### config.mk
export PLATFORM = sky130hd
export DESIGN_NAME = dmem_arbiter_flat
export DESIGN_NICKNAME = d
export VERILOG_FILES = /design/src/rtl/dmem_arb_pkg.sv /design/src/rtl/dmem_arbiter_if.sv /design/src/rtl/dmem_burst_seq.sv /design/src/rtl/dmem_arbiter.sv /design/src/flat_wrapper.sv
export SDC_FILE = /design/constraint.sdc
export NUM_CORES = 1
export LEC_CHECK = 0
export CAP_MARGIN = 40
export CORE_MARGIN = 2
export CORE_UTILIZATION = 32
export CTS_CLUSTER_DIAMETER = 40
export DETAILED_ROUTE_END_ITERATION = 12
export PLACE_DENSITY_LB_ADDON = 0.2
export SYNTH_ARGS = -nofsm -noshare
export SYNTH_HDL_FRONTEND = slang
export SYNTH_SLANG_ARGS = --single-unit
export TNS_END_PERCENT = 50
### constraint.sdc
create_clock -name clk -period 4.27 [get_ports clk]
set_clock_uncertainty 0.15 [all_clocks]
set_input_delay 0.6405 -clock clk [delete_from_list [all_inputs] [get_ports clk]]
set_output_delay 0.6405 -clock clk [all_outputs]
set_load 0.03 [all_outputs]
### src/rtl/dmem_arb_pkg.sv
// dmem_arb_pkg: shared state enum and parameter defaults for the data-memory arbiter
package dmem_arb_pkg;
  typedef enum logic {ARB_IDLE, ARB_BURST} arb_state_e;
  localparam int DEF_AW = 8;
  localparam int DEF_DW = 8;
  localparam int DEF_MAX_WAIT = 4;
  localparam int DEF_BURST_LEN = 4;
endpackage

### src/rtl/dmem_arbiter_if.sv
// dmem_arbiter_if: core, host and DMem buses; slave is the arbiter side, master the environment
interface dmem_arbiter_if import dmem_arb_pkg::*; #(
  parameter int AW = DEF_AW,
  parameter int DW = DEF_DW
);
  logic core_en, core_mreq, core_wen, core_stall;
  logic [AW-1:0] core_addr;
  logic [DW-1:0] core_wdat, core_rdat;
  logic host_req, host_we, host_burst, host_gnt, host_rvalid;
  logic [AW-1:0] host_addr;
  logic [DW-1:0] host_wdat, host_rdata;
  logic mem_wen;
  logic [AW-1:0] mem_addr;
  logic [DW-1:0] mem_wdat, mem_rdat;
  modport slave (
    input core_en, core_mreq, core_wen, core_addr, core_wdat,
    input host_req, host_we, host_burst, host_addr, host_wdat, mem_rdat,
    output core_rdat, core_stall, host_gnt, host_rvalid, host_rdata,
    output mem_wen, mem_addr, mem_wdat
  );
  modport master (
    output core_en, core_mreq, core_wen, core_addr, core_wdat,
    output host_req, host_we, host_burst, host_addr, host_wdat, mem_rdat,
    input core_rdat, core_stall, host_gnt, host_rvalid, host_rdata,
    input mem_wen, mem_addr, mem_wdat
  );
endinterface

### src/rtl/dmem_burst_seq.sv
// dmem_burst_seq: BURST state and beat counter; beat 0 is the granting IDLE cycle
module dmem_burst_seq import dmem_arb_pkg::*; #(
  parameter int BURST_LEN = DEF_BURST_LEN
) (
  input  logic       clk,
  input  logic       reset,
  input  logic       start,
  output logic       active,
  output logic [2:0] beat
);
  arb_state_e state, state_nx;
  logic [2:0] cnt, cnt_nx;
  logic last;
  assign last = cnt == 3'(BURST_LEN - 1);
  always_ff @(posedge clk) begin
    state <= !reset ? ARB_IDLE : state_nx;
    cnt <= !reset ? 3'd0 : cnt_nx;
  end
  always_comb begin
    state_nx = state == ARB_BURST ? (last ? ARB_IDLE : ARB_BURST) : (start ? ARB_BURST : ARB_IDLE);
    cnt_nx = state == ARB_BURST ? (last ? 3'd0 : cnt + 3'd1) : {2'b0, start};
  end
  always_comb begin
    active = state == ARB_BURST;
    beat = active ? cnt : 3'd0;
  end
endmodule

### src/rtl/dmem_arbiter.sv
// dmem_arbiter: core-priority DMem arbiter with host starvation guard
// DMEM_ARB_BURST_EN enables multi-beat host bursts
module dmem_arbiter import dmem_arb_pkg::*; #(
  parameter int AW = DEF_AW,
  parameter int DW = DEF_DW,
  parameter int MAX_WAIT = DEF_MAX_WAIT,
  parameter int BURST_LEN = DEF_BURST_LEN
) (
  input logic clk,
  input logic reset,
  dmem_arbiter_if.slave bus
);
  logic burst_active, gnt, core_acc;
  logic [2:0] beat;
  logic [3:0] wait_cnt;
`ifdef DMEM_ARB_BURST_EN
  dmem_burst_seq #(.BURST_LEN(BURST_LEN)) u_seq (
    .clk(clk),
    .reset(reset),
    .start(gnt & bus.host_burst & !burst_active),
    .active(burst_active),
    .beat(beat)
  );
`else
  logic unused_burst;
  assign burst_active = 1'b0;
  assign beat = 3'd0;
  assign unused_burst = ^{bus.host_burst, BURST_LEN[0]};
`endif
  assign core_acc = bus.core_en & bus.core_mreq;
  assign gnt = reset & (burst_active | (bus.host_req & (!core_acc | wait_cnt == 4'(MAX_WAIT))));
  assign bus.host_gnt = gnt;
  assign bus.core_stall = core_acc & gnt;
  assign bus.core_rdat = bus.mem_rdat;
  // a granted host takes the whole port, so a stalled core store never reaches memory
  always_comb begin
    bus.mem_wen = reset & (gnt ? bus.host_we : bus.core_wen & core_acc);
    bus.mem_addr = gnt ? bus.host_addr + AW'(beat) : bus.core_addr;
    bus.mem_wdat = gnt ? bus.host_wdat : bus.core_wdat;
  end
  always_ff @(posedge clk) begin
    if (!reset) begin
      wait_cnt <= 4'd0;
      bus.host_rvalid <= 1'b0;
      bus.host_rdata <= '0;
    end else begin
      wait_cnt <= (gnt | !bus.host_req) ? 4'd0 : (wait_cnt == 4'(MAX_WAIT) ? wait_cnt : wait_cnt + 4'd1);
      bus.host_rvalid <= gnt & !bus.host_we;
      if (gnt & !bus.host_we) bus.host_rdata <= bus.mem_rdat;
    end
  end
endmodule

### src/flat_wrapper.sv
// flat-port wrapper written by rule: the top's interface ports become plain ports
module dmem_arbiter_flat import dmem_arb_pkg::*;
#(
  parameter int AW = DEF_AW,
  parameter int DW = DEF_DW,
  parameter int MAX_WAIT = DEF_MAX_WAIT,
  parameter int BURST_LEN = DEF_BURST_LEN
)
  (clk, reset, bus_core_en, bus_core_mreq, bus_core_wen, bus_core_addr, bus_core_wdat, bus_host_req, bus_host_we, bus_host_burst, bus_host_addr, bus_host_wdat, bus_mem_rdat, bus_core_rdat, bus_core_stall, bus_host_gnt, bus_host_rvalid, bus_host_rdata, bus_mem_wen, bus_mem_addr, bus_mem_wdat);
  dmem_arbiter_if #(.AW(AW), .DW(DW)) bus_i ();
  input logic clk;
  input logic reset;
  input wire logic [$bits(bus_i.core_en)-1:0] bus_core_en;
  input wire logic [$bits(bus_i.core_mreq)-1:0] bus_core_mreq;
  input wire logic [$bits(bus_i.core_wen)-1:0] bus_core_wen;
  input wire logic [$bits(bus_i.core_addr)-1:0] bus_core_addr;
  input wire logic [$bits(bus_i.core_wdat)-1:0] bus_core_wdat;
  input wire logic [$bits(bus_i.host_req)-1:0] bus_host_req;
  input wire logic [$bits(bus_i.host_we)-1:0] bus_host_we;
  input wire logic [$bits(bus_i.host_burst)-1:0] bus_host_burst;
  input wire logic [$bits(bus_i.host_addr)-1:0] bus_host_addr;
  input wire logic [$bits(bus_i.host_wdat)-1:0] bus_host_wdat;
  input wire logic [$bits(bus_i.mem_rdat)-1:0] bus_mem_rdat;
  output wire logic [$bits(bus_i.core_rdat)-1:0] bus_core_rdat;
  output wire logic [$bits(bus_i.core_stall)-1:0] bus_core_stall;
  output wire logic [$bits(bus_i.host_gnt)-1:0] bus_host_gnt;
  output wire logic [$bits(bus_i.host_rvalid)-1:0] bus_host_rvalid;
  output wire logic [$bits(bus_i.host_rdata)-1:0] bus_host_rdata;
  output wire logic [$bits(bus_i.mem_wen)-1:0] bus_mem_wen;
  output wire logic [$bits(bus_i.mem_addr)-1:0] bus_mem_addr;
  output wire logic [$bits(bus_i.mem_wdat)-1:0] bus_mem_wdat;
  assign bus_i.core_en = bus_core_en;
  assign bus_i.core_mreq = bus_core_mreq;
  assign bus_i.core_wen = bus_core_wen;
  assign bus_i.core_addr = bus_core_addr;
  assign bus_i.core_wdat = bus_core_wdat;
  assign bus_i.host_req = bus_host_req;
  assign bus_i.host_we = bus_host_we;
  assign bus_i.host_burst = bus_host_burst;
  assign bus_i.host_addr = bus_host_addr;
  assign bus_i.host_wdat = bus_host_wdat;
  assign bus_i.mem_rdat = bus_mem_rdat;
  assign bus_core_rdat = bus_i.core_rdat;
  assign bus_core_stall = bus_i.core_stall;
  assign bus_host_gnt = bus_i.host_gnt;
  assign bus_host_rvalid = bus_i.host_rvalid;
  assign bus_host_rdata = bus_i.host_rdata;
  assign bus_mem_wen = bus_i.mem_wen;
  assign bus_mem_addr = bus_i.mem_addr;
  assign bus_mem_wdat = bus_i.mem_wdat;
  dmem_arbiter #(.AW(AW), .DW(DW), .MAX_WAIT(MAX_WAIT), .BURST_LEN(BURST_LEN)) u_core (.clk(clk), .reset(reset), .bus(bus_i));
endmodule
==> flow_summary.ini, run 1 <==
[critical_path]
cp_data_arrival_time_ps = 2750
criticalPathCategory = in -> out
worstSetupStartpointType = primary input
worst_setup_path_end_kind = output pin
cp.required_ps = 3480
worst-path-max-fanout = 18
r2r_setup_slack_ps = 2450

[floorplanning]
die_x_um = 56.28
floorplan.initialDensity = 0.3437
floorplan.die.height_um = 56.28
num_rows = 18
core_area_um2 = 2545
die_area_um2 = 3167
num_io_pins = 84

[drt]
wl_um = 2359
route.detailed.wl_per_inst_um = 11.97
detailroute.via_count = 901
ant_nets = 0
dr.first_iter.drc_count = 15
count_of_unresolved_drc_violations_after_routing = 0
detailedRoute.firstPassIterationCount = 4
avgViaCountPerCell = 4.574

[timing]
setup_total_negative_slack_ps = 0
final_max_slew_viol_count = 0
finalSetupViolations = 0
post-route-min-period_ps = 3543
worst-slew-pin-transition_ps = 592.9
max_slew_margin = 0.6035
fin_hold_ws_ps = 309.8
achievable-frequency_mhz = 282.2
rsz_0062_raised_after_global_routing = false
hold_violations = 0
final_min_period_over_clock_period = 0.8298

[yosys]
synthCells = 92
yosysWarnings = 0
synth.ff_latch_count = 13
yosysUniqueCellTypes = 23
synthesis.nets = 142
combined_area_of_all_synthesized_cells_um2 = 874.6
synth_seq_area_share = 0.2976
syn_avg_cell_area_um2 = 9.506

[grt]
gr-usage-all-layers = 0.1501
grt_start_max_net_pins = 19
globalRoute.totalOverflow = 0
grt-busiest-layer = met2
grt.met2_usage = 0.2588
grt_use_met1 = 0.1655
grt_first_pass_wirelength_um = 3753
grt_pass1_vias = 858
globalRouteMet3Util = 0.03917
antenna_found_initial = 0

[pwr]
p_comb_frac = 0.449
switching_power_mw = 0.1087
total_leakage_power_nw = 0.6350
seq_power_share = 0.356
power_report.internal_total_mw = 0.2487
final_power_mw = 0.3574
vdd.ir_drop.worst_mv = 0.1319
clock_power_share = 0.195
power_density_nw_per_um2 = 213.8
p_sw_frac = 0.3041

[clock_network]
clock_buffers_created_by_tritoncts = 3
cts.repair.resized = 0
number_of_post_cts_setup_repair_buffers = 0
ctsLongestPathBuffers = 2
cts_sinks = 13
post_cts_hold_buffer_count = 0
cts_tree = built
cts.clk_slew.worst_paths_ps = 70
cts_htree_levels = 1
clock_latency_ps = 260
clockRootBuffer = clkbuf_4

[placed_design]
place.gp.congestion = 0.6840
hpwlAfterDp_um = 2010
place.port_buffers = 82

[status]
outcome = finished clean

[layout]
fillCellCount = 197
diodes = 0
nNetsFinal = 218
areaGrowthSynthToFinish_pct = 91.13
storage_cell_area_um2 = 260.3
layout-drive-gt1-share = 0.1198
multi_input_area_um2 = 504.2

[job]
drv.max_cap_violation_count = 0

[worst_hold_path]
hold_class = reg -> reg
-- layer usage --
layer	vias up	share of wire
met2	56	0.48
met1	388	0.38
met3	6	0.11
met5	-	0
li1	451	-
met4	0	0.026
-- stage by stage --
stage | instance area (um2) | instances | setup WS, ps | utilization
finish | 1672 | 197 | 726.7 | 0.6568
global route | 1672 | 197 | 617.3 | 0.6568
CTS | 1672 | 197 | 697.5 | 0.6568
detailed placement | 1645 | 193 | 705.7 | 0.6465
global placement | 1645 | 193 | 751.7 | 0.6465
floorplan | 874.6 | 92 | 1645 | -
-- flip-flops by register name, summed over array words and instances, names as in the netlist --
name,count
u_core.bus.host_rdata,8
u_core.bus.host_rvalid,1
u_core.wait_cnt,4
-- synthesized netlist by cell type --
| master | n | area (um2) |
|---|---|---|
| nand2_1 | 19 | 71.32 |
| dfxtp_1 | 13 | 260.3 |
| mux2_2 | 12 | 135.1 |
| buf_4 | 9 | 67.56 |
| mux2i_1 | 9 | 90.09 |
| nor2_1 | 5 | 18.77 |
| inv_1 | 4 | 15.01 |
| mux2_1 | 4 | 45.04 |
| buf_6 | 2 | 22.52 |
| ha_1 | 2 | 25.02 |
| a211oi_4 | 1 | 20.02 |
| a21oi_1 | 1 | 5.000 |
| a21oi_4 | 1 | 16.27 |
| and2_4 | 1 | 8.760 |
| buf_2 | 1 | 5.000 |
| nand3_1 | 1 | 5.000 |
| nand3b_4 | 1 | 20.02 |
| nand4_1 | 1 | 6.260 |
| nor2b_1 | 1 | 6.260 |
| nor3_1 | 1 | 5.000 |
| o211a_1 | 1 | 10.01 |
| o21a_1 | 1 | 7.510 |
| xnor2_1 | 1 | 8.760 |
-- layout by cell type, fill, tap and decap left out --
cell	netlist	routed
a211oi_4	1	1
a21oi_1	1	1
a21oi_4	1	1
and2_4	1	1
buf_4	9	1
clkbuf_1	0	1
clkbuf_4	0	3
clkdlybuf4s50_1	0	82
dfxtp_1	13	13
ha_1	2	2
inv_1	4	4
mux2_1	4	4
mux2_2	12	12
mux2i_1	9	9
nand2_1	19	19
nand3_1	1	1
nand3b_4	1	1
nand4_1	1	1
nor2_1	5	5
nor2b_1	1	1
nor3_1	1	1
o211a_1	1	1
o21a_1	1	1
xnor2_1	1	1
-- area by class of cell --
class,instances,share of cell area
Tap cell,30,0.02246
Timing Repair Buffer,83,0.4955
Sequential cell,13,0.1557
Clock buffer,4,0.01572
Multi-Input combinational cell,63,0.3016
Inverter,4,0.008982
-- power by group through the flow --
stage                     clock network, mW  logic [mW]  registers, mW
after floorplan                           0      0.0750          0.138
after global routing                 0.0829       0.168          0.128
after detailed placement                  0       0.161          0.130
after CTS                            0.0748       0.162          0.127
after global placement                    0       0.159          0.130
final                                0.0697       0.160          0.127
-- cells by family (layout without fill, tap and decap cells) --
group / after synthesis / after routing / share of synthesized area
flip-flops: 13 / 13 / 0.2976
multiplexers: 25 / 25 / 0.3090
buffers and inverters: 16 / 91 / 0.1259
AND/OR/NAND/NOR: 30 / 30 / 0.1617
adder cells (fa/ha/maj): 2 / 2 / 0.02861
XOR/XNOR: 1 / 1 / 0.01002
AO/OA/AOI/OAI: 5 / 5 / 0.06724
-- final timing paths --
check                                              start                        to  cells after the start
worst max register to register        u_core.wait_cnt[0]  u_core.bus.host_rdata[7]                      5
worst min register to register  u_core.bus.host_rdata[3]  u_core.bus.host_rdata[3]                      2
worst min-delay path            u_core.bus.host_rdata[3]  u_core.bus.host_rdata[3]                      2
worst max-delay path                        bus_host_req           bus_mem_addr[3]                      5
-- worst max-delay path: stages --
cell and delay [ps]:
clkdlybuf4s50_1 530, nand2_1 120, a21oi_4 460, mux2_2 390, clkdlybuf4s50_1 600
Power figures use the tool's default switching activity.
==> inputs of run 2 (changes only) <==
--- a/config.mk
+++ b/config.mk
@@ -7,7 +7,7 @@
 export LEC_CHECK = 0
 export CAP_MARGIN = 40
 export CORE_MARGIN = 2
-export CORE_UTILIZATION = 32
+export CORE_UTILIZATION = 30
 export CTS_CLUSTER_DIAMETER = 40
 export DETAILED_ROUTE_END_ITERATION = 12
 export PLACE_DENSITY_LB_ADDON = 0.2
==> constraint.sdc (replaced) <==
create_clock -name clk -period 3.5 [get_ports clk]
set_clock_uncertainty 0.15 [all_clocks]
set_input_delay 0.525 -clock clk [delete_from_list [all_inputs] [get_ports clk]]
set_output_delay 0.525 -clock clk [all_outputs]
set_load 0.03 [all_outputs]
==> run 2 against run 1 <==
Global-route usage up 0.36 points. Non-clock buffer count rose by 1. Critical path depth grew 1. Clock-buffer cell count is the same. Critical path type unchanged. Largest power group unchanged. First-iteration DRC count did not move. Sequential share of layout area down 0.081 points.
==> flow_summary.ini, run 2 (synthesized netlist as in run 1, its figures left out) <==
[status]
outcome = finished clean

[layout]
largest_register = u_core.bus.host_rdata
diodes = 0
largest_register_ff_count = 8
layout-drive-gt1-share = 0.1250
layout.cells.most_common = clkdlybuf4s50_1
areaGrowthSynthToFinish_pct = 92.13
final_cell_mix = clkdlybuf4s50_1, nand2_1, dfxtp_1, mux2_2, mux2i_1
final_core_util = 0.6093
biggestRegsByFlops = u_core.bus.host_rdata x8, u_core.wait_cnt x4, u_core.bus.host_rvalid x1
nNetsFinal = 219

[timing]
max_slew_margin = 0.6178
achievable-frequency_mhz = 315.1
rsz_0062_raised_after_global_routing = false
final_max_slew_viol_count = 0
post-route-min-period_ps = 3173
worst-slew-pin-transition_ps = 571.4
final_min_period_over_clock_period = 0.9066
setup_total_negative_slack_ps = 0
finalSetupViolations = 0
hold_violations = 0

[floorplanning]
num_rows = 19
die_x_um = 58.00
floorplan.die.height_um = 58.00
core_area_um2 = 2758
die_area_um2 = 3363
num_io_pins = 84
floorplan.initialDensity = 0.3172

[critical_path]
crit_chain = clkdlybuf4s50_1, nand2_1, a21oi_4, buf_4, mux2_2, clkdlybuf4s50_1
path_common_cell = clkdlybuf4s50_1
worst-path-max-fanout = 18
worst_setup_path_end_kind = output pin
timing.critical_path.slowest_cell_delay_ps = 610
criticalPathCategory = in -> out
cp.required_ps = 2820
kind_of_cell_with_the_highest_combined_delay_on_the_critical_path = buffers and inverters
crit_path_slowest_cell = clkdlybuf4s50_1
cp_data_arrival_time_ps = 2500
worstSetupStartpointType = primary input
worst-path-buf-inv = 3

[clock_network]
post_cts_hold_buffer_count = 0
clock_latency_ps = 270
cts.clk_slew.worst_paths_ps = 80
clockRootBuffer = clkbuf_4
cts.repair.resized = 0
number_of_post_cts_setup_repair_buffers = 0
ctsLongestPathBuffers = 2
cts_sinks = 13
clock_buffers_created_by_tritoncts = 3
cts_tree = built
cts_htree_levels = 1

[drt]
detailroute.via_count = 911
route.detailed.wl_per_inst_um = 12.24
ant_nets = 0
dr.first_iter.drc_count = 15
avgViaCountPerCell = 4.578
detailedRoute.firstPassIterationCount = 4
count_of_unresolved_drc_violations_after_routing = 0
wl_um = 2435

[pwr]
power_density_nw_per_um2 = 264.8
total_leakage_power_nw = 0.6402
vdd.ir_drop.worst_mv = 0.2032

[job]
drv.max_cap_violation_count = 0

[grt]
grt_first_pass_wirelength_um = 3843
gr-usage-all-layers = 0.1537
grt_start_max_net_pins = 19
antenna_found_initial = 0
globalRoute.totalOverflow = 0
grt_pass1_vias = 937

[placed_design]
place.port_buffers = 82
hpwlAfterDp_um = 2089
place.gp.congestion = 0.7155

[worst_hold_path]
hold_class = reg -> reg
-- run 2: cell count changes in the layout (fill, tap and decap cells not counted), sizes merged --
| cell | change |
|---|---|
| buf | +1 |
-- run 2: final cells by class --
type                    count  area [um2]
repair buffers             84       835.8
flip-flops and latches     13       260.3
clock buffers               4       26.28
fillers                   247        1077
inverters                   4       15.01
well taps                  31       38.79
multi-input cells          63       504.2
-- run 2: tightest hold or removal path, cell delays in order, from the launching register on --
cell and delay (ps):
dfxtp_1 310, nand2_1 50, mux2i_1 50
-- run 2: report_power, final --
part	internal [mW]	total (mW)	leakage, nW	switching (mW)
clock	0.0442	0.0931	0.0150	0.0489
sequential	0.153	0.155	0.106	0.00250
combinational	0.107	0.197	0.520	0.0893
total	0.304	0.445	0.640	0.141
-- run 2: final timing paths --
| path | cells after the start | slack, ps | startpoint | end |
|---|---|---|---|---|
| setup / recovery | 6 | 330 | bus_host_req | bus_mem_wdat[7] |
| hold / removal | 2 | 310 | u_core.bus.host_rdata[0] | u_core.bus.host_rdata[0] |
| setup reg to reg | 5 | 1700 | u_core.wait_cnt[0] | u_core.bus.host_rdata[3] |
| hold reg to reg | 2 | 310 | u_core.bus.host_rdata[0] | u_core.bus.host_rdata[0] |
-- run 2: metrics by stage --
stage / area, um2 / total power, mW / std cells / setup WS [ps] / hold WS [ps]
floorplan: 874.6 / 0.2595 / 92 / 1106 / 279.7
global placement: 1654 / 0.3547 / 195 / 340.3 / 292.6
detailed placement: 1654 / 0.3574 / 195 / 311.2 / 299.7
CTS: 1680 / 0.4540 / 199 / 310.5 / 313.9
global route: 1680 / 0.4687 / 199 / 248.9 / 343.2
finish: 1680 / 0.4450 / 199 / 326.8 / 307.2
-- run 2: metal layers --
layer	up-vias	GRT usage	share of wire
met3	4	0.08036	0.14
met5	-	0	0
met1	396	0.1557	0.34
met2	57	0.2565	0.50
li1	454	-	-
met4	0	0.07973	0.018
==> inputs of run 3 (changes only) <==
--- a/config.mk
+++ b/config.mk
@@ -10,6 +10,7 @@
 export CORE_UTILIZATION = 30
 export CTS_CLUSTER_DIAMETER = 40
 export DETAILED_ROUTE_END_ITERATION = 12
+export GPL_ROUTABILITY_DRIVEN = 0
 export PLACE_DENSITY_LB_ADDON = 0.2
 export SYNTH_ARGS = -nofsm -noshare
 export SYNTH_HDL_FRONTEND = slang
==> results of run 3 <==
Same layout as run 2: the final DEF is identical, and so are final timing and power.
